File: src/rtl/ising_run_ctrl.sv
// ising_run_ctrl: drives one ising_axi instance through a complete solve.
// It programs the counter cutoff and max, streams the coupling weights,
// issues START, waits the anneal time, then reads back every spin phase.
//
// Ports
//   clk, axi_rstn           clock, async active-low reset
//   start, cfg_cutoff,      solve launch pulse and its configuration
//   cfg_max, run_cycles     (all sampled on the accepted start)
//   busy, done, err         solve in progress, completion pulse, sticky bad-weight flag
//   w_valid/w_ready/w_i/    host weight stream (one entry per handshake,
//   w_j/w_data/w_last       w_last marks the final entry)
//   wready/wr_addr/wdata    single-cycle write strobe toward ising_axi
//   araddr/rdata            read port toward ising_axi
//   ph_valid/ph_ready/      phase results, one per spin, in spin order
//   ph_idx/ph_data
//
// state | meaning
// IDLE  | waiting for start
// CUT   | writing the counter cutoff
// MAX   | writing the counter max
// LOAD  | accepting weight entries (w_ready high)
// WGT   | writing the weight accepted in the previous cycle
// STRT  | writing START_WORD
// RUN   | anneal wait, counting run_cycles down
// RADDR | read address presented, waiting for rdata to settle
// ROUT  | phase result presented, waiting for ph_ready

`ifndef CTR_CUTOFF_ADDR
`define CTR_CUTOFF_ADDR 32'h0000_0004
`endif
`ifndef CTR_MAX_ADDR
`define CTR_MAX_ADDR 32'h0000_0008
`endif
`ifndef WEIGHT_ADDR_BASE
`define WEIGHT_ADDR_BASE 32'h0010_0000
`endif
`ifndef START_ADDR
`define START_ADDR 32'h0000_0000
`endif
`ifndef PHASE_ADDR_BASE
`define PHASE_ADDR_BASE 32'h0000_1000
`endif

module ising_run_ctrl #(
  parameter int          N          = 8,
  parameter int          IW         = $clog2(N),
  parameter logic [31:0] START_WORD = 32'h0000_0010,
  parameter int          READ_LAT   = 1
) (
  input  logic          clk,
  input  logic          axi_rstn,
  input  logic          start,
  input  logic [31:0]   cfg_cutoff,
  input  logic [31:0]   cfg_max,
  input  logic [31:0]   run_cycles,
  output logic          busy,
  output logic          done,
  output logic          err,
  input  logic          w_valid,
  output logic          w_ready,
  input  logic [IW-1:0] w_i,
  input  logic [IW-1:0] w_j,
  input  logic [31:0]   w_data,
  input  logic          w_last,
  output logic          wready,
  output logic [31:0]   wr_addr,
  output logic [31:0]   wdata,
  output logic [31:0]   araddr,
  input  logic [31:0]   rdata,
  output logic          ph_valid,
  input  logic          ph_ready,
  output logic [IW-1:0] ph_idx,
  output logic [31:0]   ph_data
);

  typedef enum logic [3:0] {
    S_IDLE, S_CUT, S_MAX, S_LOAD, S_WGT, S_STRT, S_RUN, S_RADDR, S_ROUT
  } state_t;

  localparam logic [IW-1:0] K_LAST = IW'(N - 1);

  state_t        state_q, state_d;
  logic [31:0]   max_q, max_d;
  logic [31:0]   cnt_q, cnt_d;
  logic          last_q, last_d;
  logic [IW-1:0] k_q, k_d;
  logic          busy_q, busy_d, done_q, done_d, err_q, err_d;
  logic          w_ready_q, w_ready_d, wready_q, wready_d;
  logic [31:0]   wr_addr_q, wr_addr_d, wdata_q, wdata_d, araddr_q, araddr_d;
  logic          ph_valid_q, ph_valid_d;
  logic [IW-1:0] ph_idx_q, ph_idx_d;
  logic [31:0]   ph_data_q, ph_data_d;

  // Spin k sits in the reversed phase slot of ising_axi.
  function automatic logic [31:0] phase_addr(input logic [IW-1:0] k);
    return `PHASE_ADDR_BASE + ((32'(N - 1) - 32'(k)) << 2);
  endfunction

  always_comb begin
    state_d    = state_q;
    max_d      = max_q;
    cnt_d      = cnt_q;
    last_d     = last_q;
    k_d        = k_q;
    busy_d     = busy_q;
    done_d     = 1'b0;
    err_d      = err_q;
    w_ready_d  = 1'b0;
    wready_d   = 1'b0;
    wr_addr_d  = wr_addr_q;
    wdata_d    = wdata_q;
    araddr_d   = araddr_q;
    ph_valid_d = ph_valid_q;
    ph_idx_d   = ph_idx_q;
    ph_data_d  = ph_data_q;

    unique case (state_q)
      S_IDLE: begin
        if (start) begin
          // cnt holds run_cycles untouched until STRT hands it to the anneal wait.
          max_d     = cfg_max;
          cnt_d     = run_cycles;
          busy_d    = 1'b1;
          err_d     = 1'b0;
          wready_d  = 1'b1;
          wr_addr_d = `CTR_CUTOFF_ADDR;
          wdata_d   = cfg_cutoff;
          state_d   = S_CUT;
        end
      end
      S_CUT: begin
        wready_d  = 1'b1;
        wr_addr_d = `CTR_MAX_ADDR;
        wdata_d   = max_q;
        state_d   = S_MAX;
      end
      S_MAX: begin
        w_ready_d = 1'b1;
        state_d   = S_LOAD;
      end
      S_LOAD: begin
        w_ready_d = 1'b1;
        if (w_valid && w_ready_q) begin
          if (w_i > w_j) begin
            // Lower-triangle entry: dropped, flagged, stream continues.
            err_d = 1'b1;
            if (w_last) begin
              w_ready_d = 1'b0;
              wready_d  = 1'b1;
              wr_addr_d = `START_ADDR;
              wdata_d   = START_WORD;
              state_d   = S_STRT;
            end
          end else begin
            w_ready_d = 1'b0;
            wready_d  = 1'b1;
            wr_addr_d = `WEIGHT_ADDR_BASE + (32'(w_i) << 2) + (32'(w_j) << 13);
            wdata_d   = w_data;
            last_d    = w_last;
            state_d   = S_WGT;
          end
        end
      end
      S_WGT: begin
        if (last_q) begin
          wready_d  = 1'b1;
          wr_addr_d = `START_ADDR;
          wdata_d   = START_WORD;
          state_d   = S_STRT;
        end else begin
          w_ready_d = 1'b1;
          state_d   = S_LOAD;
        end
      end
      S_STRT: begin
        if (cnt_q == 32'd0) begin
          k_d      = '0;
          araddr_d = phase_addr('0);
          cnt_d    = 32'(READ_LAT);
          state_d  = S_RADDR;
        end else begin
          state_d = S_RUN;
        end
      end
      S_RUN: begin
        // RUN lasts exactly run_cycles cycles.
        if (cnt_q <= 32'd1) begin
          k_d      = '0;
          araddr_d = phase_addr('0);
          cnt_d    = 32'(READ_LAT);
          state_d  = S_RADDR;
        end else begin
          cnt_d = cnt_q - 32'd1;
        end
      end
      S_RADDR: begin
        if (cnt_q == 32'd0) begin
          ph_valid_d = 1'b1;
          ph_idx_d   = k_q;
          ph_data_d  = rdata;
          state_d    = S_ROUT;
        end else begin
          cnt_d = cnt_q - 32'd1;
        end
      end
      S_ROUT: begin
        if (ph_ready) begin
          ph_valid_d = 1'b0;
          if (k_q == K_LAST) begin
            done_d  = 1'b1;
            busy_d  = 1'b0;
            state_d = S_IDLE;
          end else begin
            k_d      = k_q + 1'b1;
            araddr_d = phase_addr(k_q + 1'b1);
            cnt_d    = 32'(READ_LAT);
            state_d  = S_RADDR;
          end
        end
      end
      default: state_d = S_IDLE;
    endcase
  end

  always_ff @(posedge clk or negedge axi_rstn) begin
    if (!axi_rstn) begin
      state_q    <= S_IDLE;
      max_q      <= '0;
      cnt_q      <= '0;
      last_q     <= 1'b0;
      k_q        <= '0;
      busy_q     <= 1'b0;
      done_q     <= 1'b0;
      err_q      <= 1'b0;
      w_ready_q  <= 1'b0;
      wready_q   <= 1'b0;
      wr_addr_q  <= '0;
      wdata_q    <= '0;
      araddr_q   <= '0;
      ph_valid_q <= 1'b0;
      ph_idx_q   <= '0;
      ph_data_q  <= '0;
    end else begin
      state_q    <= state_d;
      max_q      <= max_d;
      cnt_q      <= cnt_d;
      last_q     <= last_d;
      k_q        <= k_d;
      busy_q     <= busy_d;
      done_q     <= done_d;
      err_q      <= err_d;
      w_ready_q  <= w_ready_d;
      wready_q   <= wready_d;
      wr_addr_q  <= wr_addr_d;
      wdata_q    <= wdata_d;
      araddr_q   <= araddr_d;
      ph_valid_q <= ph_valid_d;
      ph_idx_q   <= ph_idx_d;
      ph_data_q  <= ph_data_d;
    end
  end

  assign busy     = busy_q;
  assign done     = done_q;
  assign err      = err_q;
  assign w_ready  = w_ready_q;
  assign wready   = wready_q;
  assign wr_addr  = wr_addr_q;
  assign wdata    = wdata_q;
  assign araddr   = araddr_q;
  assign ph_valid = ph_valid_q;
  assign ph_idx   = ph_idx_q;
  assign ph_data  = ph_data_q;

endmodule

File: config.mk
export PLATFORM = sky130hd
export DESIGN_NAME = ising_run_ctrl
export DESIGN_NICKNAME = d
export VERILOG_FILES = /design/src/rtl/ising_run_ctrl.sv
export SDC_FILE = /design/constraint.sdc
export NUM_CORES = 1
export LEC_CHECK = 0
export CORE_MARGIN = 3
export CORE_UTILIZATION = 35
export DETAILED_ROUTE_END_ITERATION = 12
export GPL_TIMING_DRIVEN = 0
export PLACE_DENSITY_LB_ADDON = 0.05
export SETUP_SLACK_MARGIN = 0.2
export SLEW_MARGIN = 20
export SYNTH_ARGS = -nofsm -noshare
export SYNTH_HDL_FRONTEND = slang
export SYNTH_SLANG_ARGS = --single-unit
File: constraint.sdc
create_clock -name clk -period 4.84 [get_ports clk]
set_input_delay 0.726 -clock clk [delete_from_list [all_inputs] [get_ports clk]]
set_output_delay 0.726 -clock clk [all_outputs]
set_load 0.01 [all_outputs]
# Word-level counts from Yosys, hierarchy flattened
# Index checks and enable logic that the tools add are counted.
op_classes:
  add_sub_neg: 6
  magnitude_cmp: 2
  n_eq_ne: 21
  muxes: 65
  n_bitwise: 1
  reduce_logical: 19
op_table:
  columns: ["operator", "count"]
  rows:
  - ["32-bit two-way mux", 20]
  - ["32-bit case mux with 4 select lines", 2]
  - ["32-bit case mux with 5 select lines", 1]
  - ["32-bit case mux with 3 select lines", 1]
  - ["4-bit case mux with 9 select lines", 1]
  - ["32-bit by 1-bit <= comparator with 1-bit output (second input constant)", 1]
  - ["32-bit logical NOT", 1]
  - ["32-bit by 1-bit subtractor with 32-bit output (second input constant)", 1]
  - ["4-bit two-way mux", 7]
  - ["22-bit by 16-bit adder with 23-bit output", 1]
  - ["21-bit by 5-bit adder with 22-bit output (first input constant)", 1]
  - ["2-bit inequality test (second input constant)", 11]
  - ["1-bit two-way mux", 21]
  - ["3-bit two-way mux", 6]
  - ["4-bit by 3-bit == test with 1-bit output (second input constant)", 4]
  - ["14-bit by 6-bit adder with 15-bit output (first input constant)", 1]
  - ["6-bit AND reduction", 2]
  - ["5-bit AND reduction", 2]
  - ["3-bit case mux with 3 select lines", 1]
  - ["4-bit by 2-bit == test with 1-bit output (second input constant)", 2]
  - ["4-bit AND reduction", 2]
  - ["1-bit case mux with 2 select lines", 3]
  - ["3-bit AND reduction", 2]
  - ["2-bit nonzero test", 3]
  - ["other kinds (16)", 17]
word_totals:
  register_bits: 209
  in_bits: 172
  out_inout_bits: 137
  wordCells: 130

# Longest topological paths before layout
# Gate-level depths: netlist (run 1).
depth:
  depth_word: 6
  mapped_depth: 11
  depth_no_buf: 8

# Worst setup path after synthesis (run 1)
# OpenSTA, ideal clock, no wires.
synth_timing:
  path_kind: "reg2reg"
  start: "reg cnt_q[22]"
  end: "reg ph_data_q[10], in the netlist ph_data[10]"
  setup_ns: 0.125
  arrival_time_ns: 2.619
  required_time_ns: 4.715
  path_slack_ns: 2.096
  path_stages_with_launch: 8
  path_buffers: 2
  synth_period_minus_slack_ns: 2.744
  cell_sequence: "dfrtp_1 -> or4_4 -> or4_4 -> nor3_2 -> and4_1 -> buf_4 -> buf_4 -> mux2_2"
synth_via:
  elab_chain_cells: 2
synth_rtl:
  columns: ["element", "line_no", "rtl"]
  rows:
  - ["start, declared", "84", "logic [31:0] cnt_q, cnt_d;"]
  - ["start signal, assigned", "246", "cnt_q <= cnt_d;"]
  - ["32-bit logical NOT", "197", "if (cnt_q == 32'd0) begin"]
  - ["2-bit AND reduction (no source line)", null, null]
  - ["end signal, assigned", "259", "ph_data_q <= ph_data_d;"]
  - ["end, declared", "92", "logic [31:0] ph_data_q, ph_data_d;"]
# Every way passes these cells.
# A chain may end at the register's enable or synchronous reset.

# Final worst setup path (run 1)
layout_timing:
  start: "reg cnt_q[0]"
  end: "reg ph_data_q[13], in the netlist ph_data[13]"
# Same word-level chain as after synthesis.

==> results.py, run 1 <==
metrics = {
    "timing": {
        "period_minus_slack_ns": 3.45,
        "max_slew_margin_pct": 40.5,
        "hold_viol_final": 0,
        "rsz0062_at_grt": "false",
        "clock_skew_ns": 0.0143,
        "max_freq_mhz": 290,
        "slew_viol_final": 0,
        "tightest_slew_ns": 0.889,
        "final-setup-viol-count": 0,
        "finalCritPeriodShare_pct": 71.3,
    },
    "floorplanning": {
        "io-pin-count": 309,
        "die_h_um": 157,
        "initial_utilization_pct": 36.1,
        "row_count": 54,
        "core_area_sq_um": 22200,
        "dieWidth_um": 157,
        "die-area_sq_um": 24700,
    },
    "power": {
        "p_leak_nw": 5.07,
        "total_power_mw": 6.37,
        "power_density_nw_per_um2": 544,
        "ir_drop_mv": 0.279,
    },
    "logic_synthesis": {
        "synthDistinctLibCells": 60,
        "avgSynthCellArea_sq_um": 10.6,
        "yosys_warnings": 0,
        "synthArstFlopShare_pct": 100,
        "syn_area_sq_um": 8000,
        "synth_cells": 753,
        "synth-edff-count": 0,
        "synth_top_cell_by_area": "dfrtp_1",
        "synthTopCellsByArea": "dfrtp_1 (49%), mux2_2 (8.4%), buf_4 (5.6%), a222oi_1 (3.9%), nor2_1 (3.1%)",
        "synth_top_area_share_pct": 48.8,
        "yosysMostFrequentCell": "dfrtp_1",
        "seq_area_frac_synth_pct": 48.8,
        "synthFlopType": "dfrtp_1",
        "synth-seq-cells": 156,
        "synth_common_cells": "dfrtp_1 (156), nor2_1 (66), buf_4 (60), mux2_2 (60), a21oi_1 (43)",
    },
    "global_route": {
        "grt_use_total_pct": 19.8,
        "grt_max_degree": 84,
        "grt_overflow": 0,
        "grt_pass1_vias": 7012,
        "antenna_found_initial": 1,
        "grt_first_pass_wirelength_um": 38400,
    },
    "setup_path": {
        "path_class": "register to register",
        "critPathCaptureType": "register",
        "r2r-start": "cnt_q[0]$_DFFE_PN0P_",
        "worstPathArrival_ns": 3.76,
        "setup.worst_path.start_class": "register",
        "required_ns": 5.14,
        "cp_max_fo": 10,
        "worstSetupStartpoint": "cnt_q[0]$_DFFE_PN0P_",
        "r2r_slack_ns": 1.39,
    },
    "detailed_routing": {
        "dr.pass1.iters": 8,
        "wl_per_cell_um": 18.3,
        "drtIter0Drc": 551,
        "num_vias": 6985,
        "via_per_inst": 5.09,
        "drc": 0,
        "wirelength_um": 25200,
        "ant_nets": 0,
    },
    "clocking": {
        "clk_pin_slew_ns": 0.07,
        "cts_num_sinks": 156,
        "cts_buffers": 17,
        "post_cts_buffers": 0,
        "clock_latency_ns": 0.43,
        "cts_resized": 0,
        "cts.htree.levels": 4,
        "cts-root-buf": "clkbuf_16",
        "clk_path_buf_depth": 2,
        "hold_buffers": 0,
        "cts_tree": "done",
    },
    "finish": {
        "area_growth_syn_to_layout_pct": 46.4,
        "n_fill_cell": 2070,
        "final_nets": 1259,
        "antennaDiodeCount": 0,
        "layout-drive-gt1-share_pct": 17.8,
        "utilization_pct": 52.9,
    },
    "placed_design": {
        "dp_hpwl_um": 18700,
        "port_buffers": 255,
        "globalplace.congestion": 0.798,
    },
    "hold_path": {
        "hold_class": "input pin to async pin",
    },
    "flow_run": {
        "cap_violations": 0,
    },
    "run_status": {
        "status": "completed",
    },
}
==> cell usage in the layout, fill, tap and decap left out, drive strengths merged, types with 14 or more instances in the layout <==
master	count
dfrtp	156
inv	27
clkbuf	49
a21oi	43
conb	53
mux2	69
a222oi	31
buf	76
nand3	14
nor3	19
nor2	66
o21ai	44
nand2	36
a22o	18
clkdlybuf4s50	254
==> cell type report <==
cell class                      instances  area, sq um  share of cell area, %
Clock buffer                           17          425                   3.63
Multi-Input combinational cell        523         3550                   30.3
Tap cell                              280          350                   2.99
Inverter                               20         75.1                  0.641
Timing Repair Buffer                  256         2580                   22.1
Clock inverter                         14          156                   1.34
Buffer                                106          664                   5.67
Sequential cell                       156         3900                   33.3
==> kinds of logic (layout without fill, tap and decap cells) <==
logic type               after synthesis  after routing  synth area share (%)
AO/OA/AOI/OAI                        201            201                  19.0
AND/OR/NAND/NOR                      186            186                  11.2
flip-flops                           156            156                  48.8
buffers and inverters                126            413                  9.24
multiplexers                          74             74                  10.3
adder cells (fa/ha/maj)                7              7                  1.09
XOR/XNOR                               2              2                 0.219
other                                  1             53                0.0469
==> metal layers <==
metal  share of wire (%)  wire length [um]  track usage (%)  up-vias
met1                  40             10200             24.2     3343
met5               0.036                 9                0        -
met2                  48             12000             32.5      279
li1                    -                 -                -     3334
met4                 1.6               399             4.63        2
met3                  10              2600             8.69       27
==> critical path: stages (launching register included) <==
cell	delay, ns
dfrtp_1	0.43
inv_1	0.10
ha_1	0.27
nor3b_1	0.67
nand2_1	0.19
clkbuf_1	0.31
nor3_2	0.36
and4_1	0.27
buf_4	0.18
buf_4	0.21
mux2_2	0.35
==> power by group <==
part / switching (mW) / internal, mW / leakage, nW
Combinational: 1.55 / 1.37 / 2.82
Clock: 0.606 / 0.730 / 0.285
Sequential: 0.335 / 1.78 / 1.96
==> state kept, by name, indices dropped and copies added, names as in the netlist <==
signal and count:
last_q 1, araddr 4, wr_addr 7, err 1
state_q 4, wdata 32, done 1, ph_idx 3
k_q 3, cnt_q 32, max_q 32, w_ready 1
busy 1, ph_data 32, wready 1, ph_valid 1
==> worst paths after layout <==
path                                            to  cells after the start
max reg2reg                ph_data[13]$_DFFE_PN0P_                     10
max                        ph_data[13]$_DFFE_PN0P_                     10
min                          cnt_q[15]$_DFFE_PN0P_                      1
min in group clk                  busy$_DFFE_PN0P_                      2
min reg2reg                       busy$_DFFE_PN0P_                      2
max in group asynchronous   wr_addr[3]$_DFFE_PN0P_                      2
==> through the flow <==
| step | std cells | setup TNS [ns] | hold slack, ns | area, sq um | setup WS (ns) |
|---|---|---|---|---|---|
| after floorplan | 805 | 0 | 0.430 | 8200 | 2.10 |
| after global placement | 1340 | -606.57 | 0.456 | 11100 | -3.90 |
| after detailed placement | 1341 | 0 | 0.461 | 11100 | 1.23 |
| after CTS | 1372 | 0 | 0.272 | 11700 | 1.38 |
| after global routing | 1372 | 0 | 0.285 | 11700 | 1.08 |
| final | 1372 | 0 | 0.240 | 11700 | 1.39 |
Note: power is estimated with default switching activity, not from simulation.
==> run 2: changes to the inputs <==
clock period = 3.07 ns   (was 4.84 ns; I/O delays follow)
==> results.py, run 2 (synthesis gave the netlist of run 1 again) <==
metrics = {
    "run_status": {
        "status": "complete, but fails checks",
        "violations": "negative hold slack",
    },
    "floorplanning": {
        "die_h_um": 157,
        "die-area_sq_um": 24700,
        "core_area_sq_um": 22200,
        "row_count": 54,
        "dieWidth_um": 157,
        "initial_utilization_pct": 36.1,
        "io-pin-count": 309,
    },
    "global_route": {
        "antenna_found_initial": 1,
        "use_met2_pct": 32.7,
        "grt_first_pass_wirelength_um": 38500,
        "grt_max_degree": 84,
        "grtUsageMet3_pct": 8.61,
        "grt_busiest_layer": "met2",
        "grt_overflow": 0,
        "use_met1_pct": 24.1,
        "grt_pass1_vias": 7064,
        "grt_use_total_pct": 19.8,
    },
    "timing": {
        "max_freq_mhz": 349,
        "hold_viol_final": 4,
        "max_slew_margin_pct": 47.9,
        "slew_viol_final": 0,
        "finalCritPeriodShare_pct": 93.4,
        "holdWs_ns": -0.0244,
        "rsz0062_at_grt": "true",
        "finalSetupTns_ns": 0,
        "tightest_slew_ns": 0.774,
        "final-setup-viol-count": 0,
        "clock_skew_ns": 0.0129,
        "period_minus_slack_ns": 2.87,
    },
    "setup_path": {
        "setup.worst_path.start_class": "register",
        "critPathCaptureType": "register",
        "crit_slowest_cell": "or4_4",
        "crit_top_cell": "or4_4",
        "crit_chain": "or4_4, or4_4, or4_4, and3_4, buf_12, clkbuf_16, a22o_1",
        "required_ns": 3.39,
        "path_class": "register to register",
        "cp_max_fo": 5,
        "critPathTopFamily": "simple AND/OR/NAND/NOR gates",
        "worstPathArrival_ns": 3.19,
        "critPathMaxStageDelay_ns": 0.56,
        "worst-path-buf-inv": 2,
    },
    "detailed_routing": {
        "ant_nets": 0,
        "drtIter0Drc": 550,
        "wirelength_um": 25600,
        "via_per_inst": 5.10,
        "wl_per_cell_um": 18.5,
        "drc": 0,
        "dr.pass1.iters": 8,
        "num_vias": 7069,
    },
    "clocking": {
        "cts_tree": "done",
        "cts_buffers": 17,
        "clk_path_buf_depth": 2,
        "clock_latency_ns": 0.43,
        "hold_buffers": 0,
        "cts.htree.levels": 4,
        "clk_pin_slew_ns": 0.07,
        "cts-root-buf": "clkbuf_16",
        "cts_num_sinks": 156,
    },
    "finish": {
        "stdcell_count": 1385,
        "antennaDiodeCount": 0,
        "final_cell_mix": "clkdlybuf4s50_1 (254), dfrtp_1 (156), buf_4 (69)",
        "final_nets": 1272,
        "layout-drive-gt1-share_pct": 20.5,
        "utilization_pct": 54.1,
        "final_common_cell": "clkdlybuf4s50_1",
        "area_growth_syn_to_layout_pct": 49.9,
    },
    "power": {
        "power_density_nw_per_um2": 878,
        "p_leak_nw": 5.24,
        "ir_drop_mv": 0.440,
    },
    "placed_design": {
        "port_buffers": 255,
        "dp.cells": 1341,
        "globalplace.congestion": 0.798,
        "dp_hpwl_um": 18700,
    },
    "hold_path": {
        "hold_class": "input pin to async pin",
    },
    "flow_run": {
        "cap_violations": 0,
    },
}
==> run 2: cell count changes in the layout (fill, tap and decap cells not counted), sizes merged <==
cell	before	now
clkbuf	49	53
buf	76	85
==> run 2: where the power goes <==
| group | internal, mW | switching, mW | total [mW] |
|---|---|---|---|
| combinational | 2.51 | 2.56 | 5.07 |
| sequential | 2.80 | 0.554 | 3.36 |
| clock | 1.15 | 0.955 | 2.11 |
==> run 2: area by class of cell <==
| class | instances | area, sq um |
|---|---|---|
| sequential | 156 | 3900 |
| clock buffer | 17 | 425 |
| buffer | 106 | 727 |
| inverter | 20 | 75.1 |
| tap | 280 | 350 |
| clock inverter | 14 | 156 |
| fill | 2040 | 10200 |
| timing repair buffer | 269 | 2740 |
| multi-input combinational | 523 | 3620 |
==> run 2: worst reg2reg max path, delay by kind of cell, from the launching register on <==
| family | cells | cell delay [ns] |
|---|---|---|
| compound gates | 1 | 0.21 |
| simple gates | 4 | 1.85 |
| flops | 1 | 0.42 |
| buf+inv | 2 | 0.31 |
==> run 2: final timing paths <==
check                                 startpoint                      to  slack, ns  depth (start not counted)
min                                     axi_rstn   cnt_q[15]$_DFFE_PN0P_      -0.02                          1
max                        cnt_q[22]$_DFFE_PN0P_   cnt_q[17]$_DFFE_PN0P_       0.20                          7
max in group asynchronous               axi_rstn  wr_addr[3]$_DFFE_PN0P_       2.25                          2
min reg2reg                     busy$_DFFE_PN0P_        busy$_DFFE_PN0P_       0.47                          2
min in group clk                busy$_DFFE_PN0P_        busy$_DFFE_PN0P_       0.47                          2
max reg2reg                cnt_q[22]$_DFFE_PN0P_   cnt_q[17]$_DFFE_PN0P_       0.20                          7
==> run 2: timing repair <==
| item | 4_1_cts | 5_1_grt |
|---|---|---|
| pin swaps | 5 | 3 |
| setup buffers | 5 | 5 |
| cloned | 0 | 3 |
| endpoints found under the setup margin | 76 | 102 |
| gates resized for setup | 14 | 27 |
==> run 2: stage by stage <==
step	hold WS [ns]	instance area (sq um)	total power, mW	setup WS (ns)
finish	-0.0244	12000	10.5	0.202
global route	0.0206	12000	11.2	0.159
CTS	0.00654	11800	10.2	0.217
detailed placement	0.461	11100	7.97	-0.358
global placement	0.456	11100	7.94	-5.41
floorplan	0.165	8200	6.11	0.326
==> run 2: routing by layer <==
layer | vias to the layer above | share of wire [%]
met5 | - | 0.035
met4 | 2 | 1.7
met3 | 31 | 9.8
met2 | 268 | 48
met1 | 3402 | 41
li1 | 3366 | -
==> run 3: changes to the inputs <==
CORE_UTILIZATION = 40   (was 35)
==> results.py, run 3 (synthesis gave the netlist of run 1 again) <==
metrics = {
    "clocking": {
        "cts.htree.levels": 4,
        "clk_pin_slew_ns": 0.07,
        "hold_buffers": 0,
        "clk_path_buf_depth": 2,
        "cts_num_sinks": 156,
        "cts-root-buf": "clkbuf_16",
        "clock_latency_ns": 0.43,
        "cts_buffers": 17,
        "cts_tree": "done",
    },
    "setup_path": {
        "path_class": "register to register",
        "crit_slowest_cell": "or4_4",
        "r2r-start": "cnt_q[26]$_DFFE_PN0P_",
        "crit_top_cell": "buf_6",
        "worstPathArrival_ns": 3.12,
        "cp_max_fo": 10,
        "critPathMaxStageDelay_ns": 0.53,
        "required_ns": 3.37,
        "cp-endpoint": "state_q[0]$_DFFE_PN0P_",
        "setup.worst_path.start_class": "register",
        "r2r_cells": 9,
        "r2r_end": "state_q[0]$_DFFE_PN0P_",
        "r2r_slack_ns": 0.25,
        "critPathCaptureType": "register",
        "crit_chain": "or3_1, buf_4, or4_4, nor4_4, or2_1, buf_6, buf_6, mux2i_1, o32a_1",
        "worstSetupStartpoint": "cnt_q[26]$_DFFE_PN0P_",
    },
    "placed_design": {
        "dp.cells": 1326,
        "post-place-ws_ns": -0.295,
        "globalplace.congestion": 0.865,
        "dp_hpwl_um": 18000,
        "port_buffers": 255,
    },
    "global_route": {
        "grt_overflow": 0,
        "grt_first_pass_wirelength_um": 38400,
        "antenna_found_initial": 0,
        "grt_use_total_pct": 22.3,
        "grt_pass1_vias": 7102,
        "grt_max_degree": 81,
    },
    "floorplanning": {
        "die-area_sq_um": 21700,
        "core_area_sq_um": 19500,
        "die_h_um": 147,
        "initial_utilization_pct": 41.0,
        "io-pin-count": 309,
        "dieWidth_um": 147,
        "row_count": 51,
    },
    "hold_path": {
        "hold_class": "input pin to async pin",
    },
    "timing": {
        "max_slew_margin_pct": 53.8,
        "rsz0062_at_grt": "false",
        "slew_viol_final": 0,
        "finalSetupTns_ns": 0,
        "clock_skew_ns": 0.0105,
        "final-setup-viol-count": 0,
        "period_minus_slack_ns": 2.82,
        "max_freq_mhz": 355,
        "tightest_slew_ns": 0.686,
        "holdWs_ns": -0.00223,
        "hold_viol_final": 2,
        "finalCritPeriodShare_pct": 91.8,
        "fin_ws_ns": 0.252,
    },
    "detailed_routing": {
        "via_per_inst": 5.17,
        "wl_per_cell_um": 18.1,
        "num_vias": 7039,
        "drc": 0,
        "drtIter0Drc": 456,
        "ant_nets": 0,
        "dr.pass1.iters": 6,
        "wirelength_um": 24700,
    },
    "power": {
        "swShare_pct": 38.8,
        "ir_drop_mv": 0.514,
        "p_leak_nw": 5.14,
        "combinationalPowerShare_pct": 46.9,
        "p_switching_mw": 3.89,
        "power_frac_clock_pct": 19.7,
        "seq_power_share_pct": 33.4,
        "power_density_nw_per_um2": 851,
        "p_int_mw": 6.13,
    },
    "finish": {
        "multiInputGateArea_sq_um": 3610,
        "antennaDiodeCount": 0,
        "area_growth_syn_to_layout_pct": 47.2,
        "final_cell_mix": "clkdlybuf4s50_1 (254), dfrtp_1 (155), nor2_1 (65), buf_4 (65), mux2_2 (60)",
        "final_common_cell": "clkdlybuf4s50_1",
        "utilization_pct": 60.3,
        "n_fill_cell": 1745,
        "regArea_sq_um": 3910,
        "layout-drive-gt1-share_pct": 19.9,
        "stdcell_count": 1362,
        "final_nets": 1264,
    },
    "run_status": {
        "status": "complete, but fails checks",
        "violations": "negative hold slack",
    },
    "flow_run": {
        "cap_violations": 0,
    },
}
[run 3: worst min path at each step]
stage / start / to / depth (start not counted)
2_1_floorplan: axi_rstn / araddr[12]$_DFFE_PN0P_ / 0
6_report: axi_rstn / cnt_q[15]$_DFFE_PN0P_ / 1
3_3_place_gp: araddr[12]$_DFFE_PN0P_ / araddr[12]$_DFFE_PN0P_ / 1
5_1_grt: axi_rstn / cnt_q[17]$_DFFE_PN0P_ / 1
3_5_place_dp: araddr[12]$_DFFE_PN0P_ / araddr[12]$_DFFE_PN0P_ / 1
4_1_cts: axi_rstn / cnt_q[15]$_DFFE_PN0P_ / 1
[run 3: what timing repair did]
| action | 4_1_cts | 5_1_grt |
|---|---|---|
| setup buffers | 2 | 3 |
| pin swaps | 1 | 3 |
| endpoints found under the setup margin | 71 | 104 |
| resized for setup | 8 | 31 |
[run 3: metal layers]
layer  vias to the layer above  routed length [um]  track usage, %
li1                       3345                   -               -
met1                      3391               10000            27.6
met2                       282               11800            36.5
met3                        21                2500            9.38
met4                         0                 320            5.27
met5                         -                   0               0
[run 3: power groups by stage]
stage               combinational [mW]  sequential [mW]  clock [mW]
finish                            4.70             3.35        1.97
global route                      5.15             3.45        2.10
CTS                               4.64             3.33        2.02
detailed placement                4.59             3.33           0
global placement                  4.56             3.33           0
floorplan                         2.73             3.37           0
[run 3: worst max-delay path: cells and delay by family (launching register included)]
| family | cells | cell delay [ns] |
|---|---|---|
| mux | 1 | 0.08 |
| compound gates | 1 | 0.29 |
| simple gates | 4 | 1.37 |
| flops | 1 | 0.44 |
| buf+inv | 3 | 0.51 |
[run 3: per-stage QoR]
stage	total power, mW	area (sq um)
2_1_floorplan	6.11	8200
3_3_place_gp	7.89	11100
3_5_place_dp	7.92	11100
4_1_cts	9.99	11700
5_1_grt	10.7	11800
6_report	10.0	11800
[run 3: final cells by class]
class | count | share of cell area [%]
well taps | 265 | 2.81
clock inverters | 11 | 0.712
clock buffers | 20 | 3.88
flip-flops and latches | 156 | 33.1
inverters | 20 | 0.637
plain buffers | 106 | 5.93
multi-input cells | 523 | 30.6
repair buffers | 261 | 22.3
==> RTL edit: new RTL, config.mk and constraints of run 3 <==
The parameter `N` goes from 8 to 32.
--- a/src/rtl/ising_run_ctrl.sv
+++ b/src/rtl/ising_run_ctrl.sv
@@ -42,7 +42,7 @@
 `endif
 
 module ising_run_ctrl #(
-  parameter int          N          = 8,
+  parameter int          N          = 32,
   parameter int          IW         = $clog2(N),
   parameter logic [31:0] START_WORD = 32'h0000_0010,
   parameter int          READ_LAT   = 1
Ports: changed (resized ph_idx, w_i and w_j); port bits go from 309 to 315. No check against the original RTL was run, so the function may have changed too.
==> RTL edit against run 3 <==
The flow still finishes with violations (hold timing). Critical path depth rose by 1. Sequential power up 6%. Design area rose by 4.2%. Setup slack improved by 52 ps. Sequential share of layout area rose by 0.68 points. Sequential cell count is 10 higher. Synthesized area up 4.3%. Routed wire length grew 2.4%. Power increased by 9.5%. Critical endpoint is now last_q$_DFFE_PN0P_.
==> RTL edit: results (changes against run 3) <==
Pleak -> 0.00543 uW (+5.6%)
H-tree depth -> 4 (unchanged)
total CTS buffers -> 17 (unchanged)
Reg clk slew, reported paths -> 80 ps
Vias -> 7416 (+5.4%)
r2r setup slk -> 360 ps (+110 ps)
final net count -> 1294 (+2.4%)
Routed WL per cell -> 18.2 um (+0.16%)
largest cells by area after synthesis -> dfrtp_1 50%, mux2_2 9.9%, buf_4 4.8%
final worst slack -> 304 ps (+52.1 ps)
drt first pass iters -> 8 (+2)
top cells by count, synth -> 166 x dfrtp_1, 73 x mux2_2, 65 x nor2_1, 53 x buf_4, 47 x a21oi_1
count of cell types in the netlist -> 64 (+6.7%)
count leader, synth -> dfrtp_1
Slew headroom -> 0.567 (+0.0290)
first-pass GRT wire length -> 38600 um (+0.38%)
layout cells sized above 1 -> 0.187 (-0.0116)
pre-CTS setup slack -> -525 ps (-230 ps)
status -> finished, violations left
prevailing post-synth register cell -> dfrtp_1
cell count after synthesis -> 774 (+2.8%)
Clock Latency Late Sink -> 430 ps (about the same)
vias in the first global route -> 7214 (+1.6%)
Clock Tree Root -> clkbuf_16
post-synthesis sequential area ratio -> 0.498 (+0.00987)
GRT Resource Usage Total -> 0.218 (-0.00529)
worst hold slack -> -19.4 ps (-17.2 ps)
WP data arrival -> 3080 ps (-40 ps)
endpoints failing hold -> 11 (+9)
IO Port Bufs -> 267 (+4.7%)
Syn. warnings -> 0 (unchanged)
Post-DP HPWL -> 18500 um (+2.6%)
ANT cells -> 0 (unchanged)
Peak VDD IR -> 0.000436 V (-15%)
antenna violations before repair -> 0 (unchanged)
clk_skew -> 12.3 ps (+1.78 ps)
Post-CTS Hold Fix Bufs -> 0 (unchanged)
crit path max fanout -> 10 (unchanged)
failing checks -> hold timing
clock tree buffer depth -> 2 (unchanged)
share of flip-flops with an asynchronous set or reset -> 1.00 (unchanged)
post-route insts no fill -> 1392 (+2.2%)
DR iter-0 viols -> 472 (+3.5%)
pin count of the biggest net entering global routing -> 93 (+15%)
Hold WC Path Type -> primary input to async pin
RD Place Congestion -> 0.854 (-1.3%)
[RTL edit: repair_timing]
action,CTS,global route
setup buffers,1,1
gates resized for setup,3,29
pin swaps,1,2
setup endpoints to repair,77,95
gates cloned,0,0
[RTL edit: path summary, 6_finish.rpt]
path	from	to	depth (start not counted)
setup / recovery	w_j[2]	last_q$_DFFE_PN0P_	10
hold / removal	axi_rstn	cnt_q[21]$_DFFE_PN0P_	1
setup reg to reg	cnt_q[4]$_DFFE_PN0P_	ph_data[19]$_DFFE_PN0P_	8
hold reg to reg	araddr[12]$_DFFE_PN0P_	araddr[12]$_DFFE_PN0P_	1
max in group asynchronous	axi_rstn	max_q[4]$_DFFE_PN0P_	2
min in group clk	araddr[12]$_DFFE_PN0P_	araddr[12]$_DFFE_PN0P_	1
[RTL edit: layout make-up]
cell class,count,area (sq um)
fill,1772,8090
clock inverter,14,153
inverter,19,71.3
clock buffer,18,439
timing repair buffer,270,2720
multi-input combinational,534,3750
sequential,166,4150
tap,270,338
buffer,101,653
[RTL edit: metrics by stage]
| step | utilization | area (sq um) |
|---|---|---|
| after global placement | 0.566 | 11500 |
| after detailed placement | 0.568 | 11600 |
| after global routing | 0.603 | 12300 |
| after CTS | 0.598 | 12200 |
| final | 0.603 | 12300 |
| after floorplan | - | 8520 |
[RTL edit: cell families after synthesis]
group                    after synthesis  synth area share
AO/OA/AOI/OAI                        224             0.196
XOR/XNOR                               3           0.00315
adder cells (fa/ha/maj)                9            0.0135
buffers and inverters                120            0.0852
flip-flops                           166             0.498
multiplexers                          73            0.0985
other                                  1          0.000449
AND/OR/NAND/NOR                      178             0.106
[RTL edit: critical path: stages]
cell and delay (ps):
clkdlybuf4s50_1 490, inv_1 50, ha_1 290, a21o_1 160
a21o_1 180, a211o_1 360, a21boi_4 290, nor2b_1 210
clkbuf_4 230, mux2_2 340
[RTL edit: per-layer routing]
metal  up-vias  global-route usage  part of all wire
met5         -                   0                 0
met2       316               0.340              0.46
met3        35              0.0707             0.096
met1      3567               0.289              0.43
li1       3498                   -                 -
met4         0              0.0668             0.019
[RTL edit: power breakdown]
part | leakage [uW] | total (uW) | switching, uW | internal, uW
logic | 0.00304 | 5290 | 2850 | 2450
clock network | 0.000293 | 2150 | 1030 | 1120
registers | 0.00209 | 3540 | 548 | 2990
total | 0.00543 | 11000 | 4430 | 6550
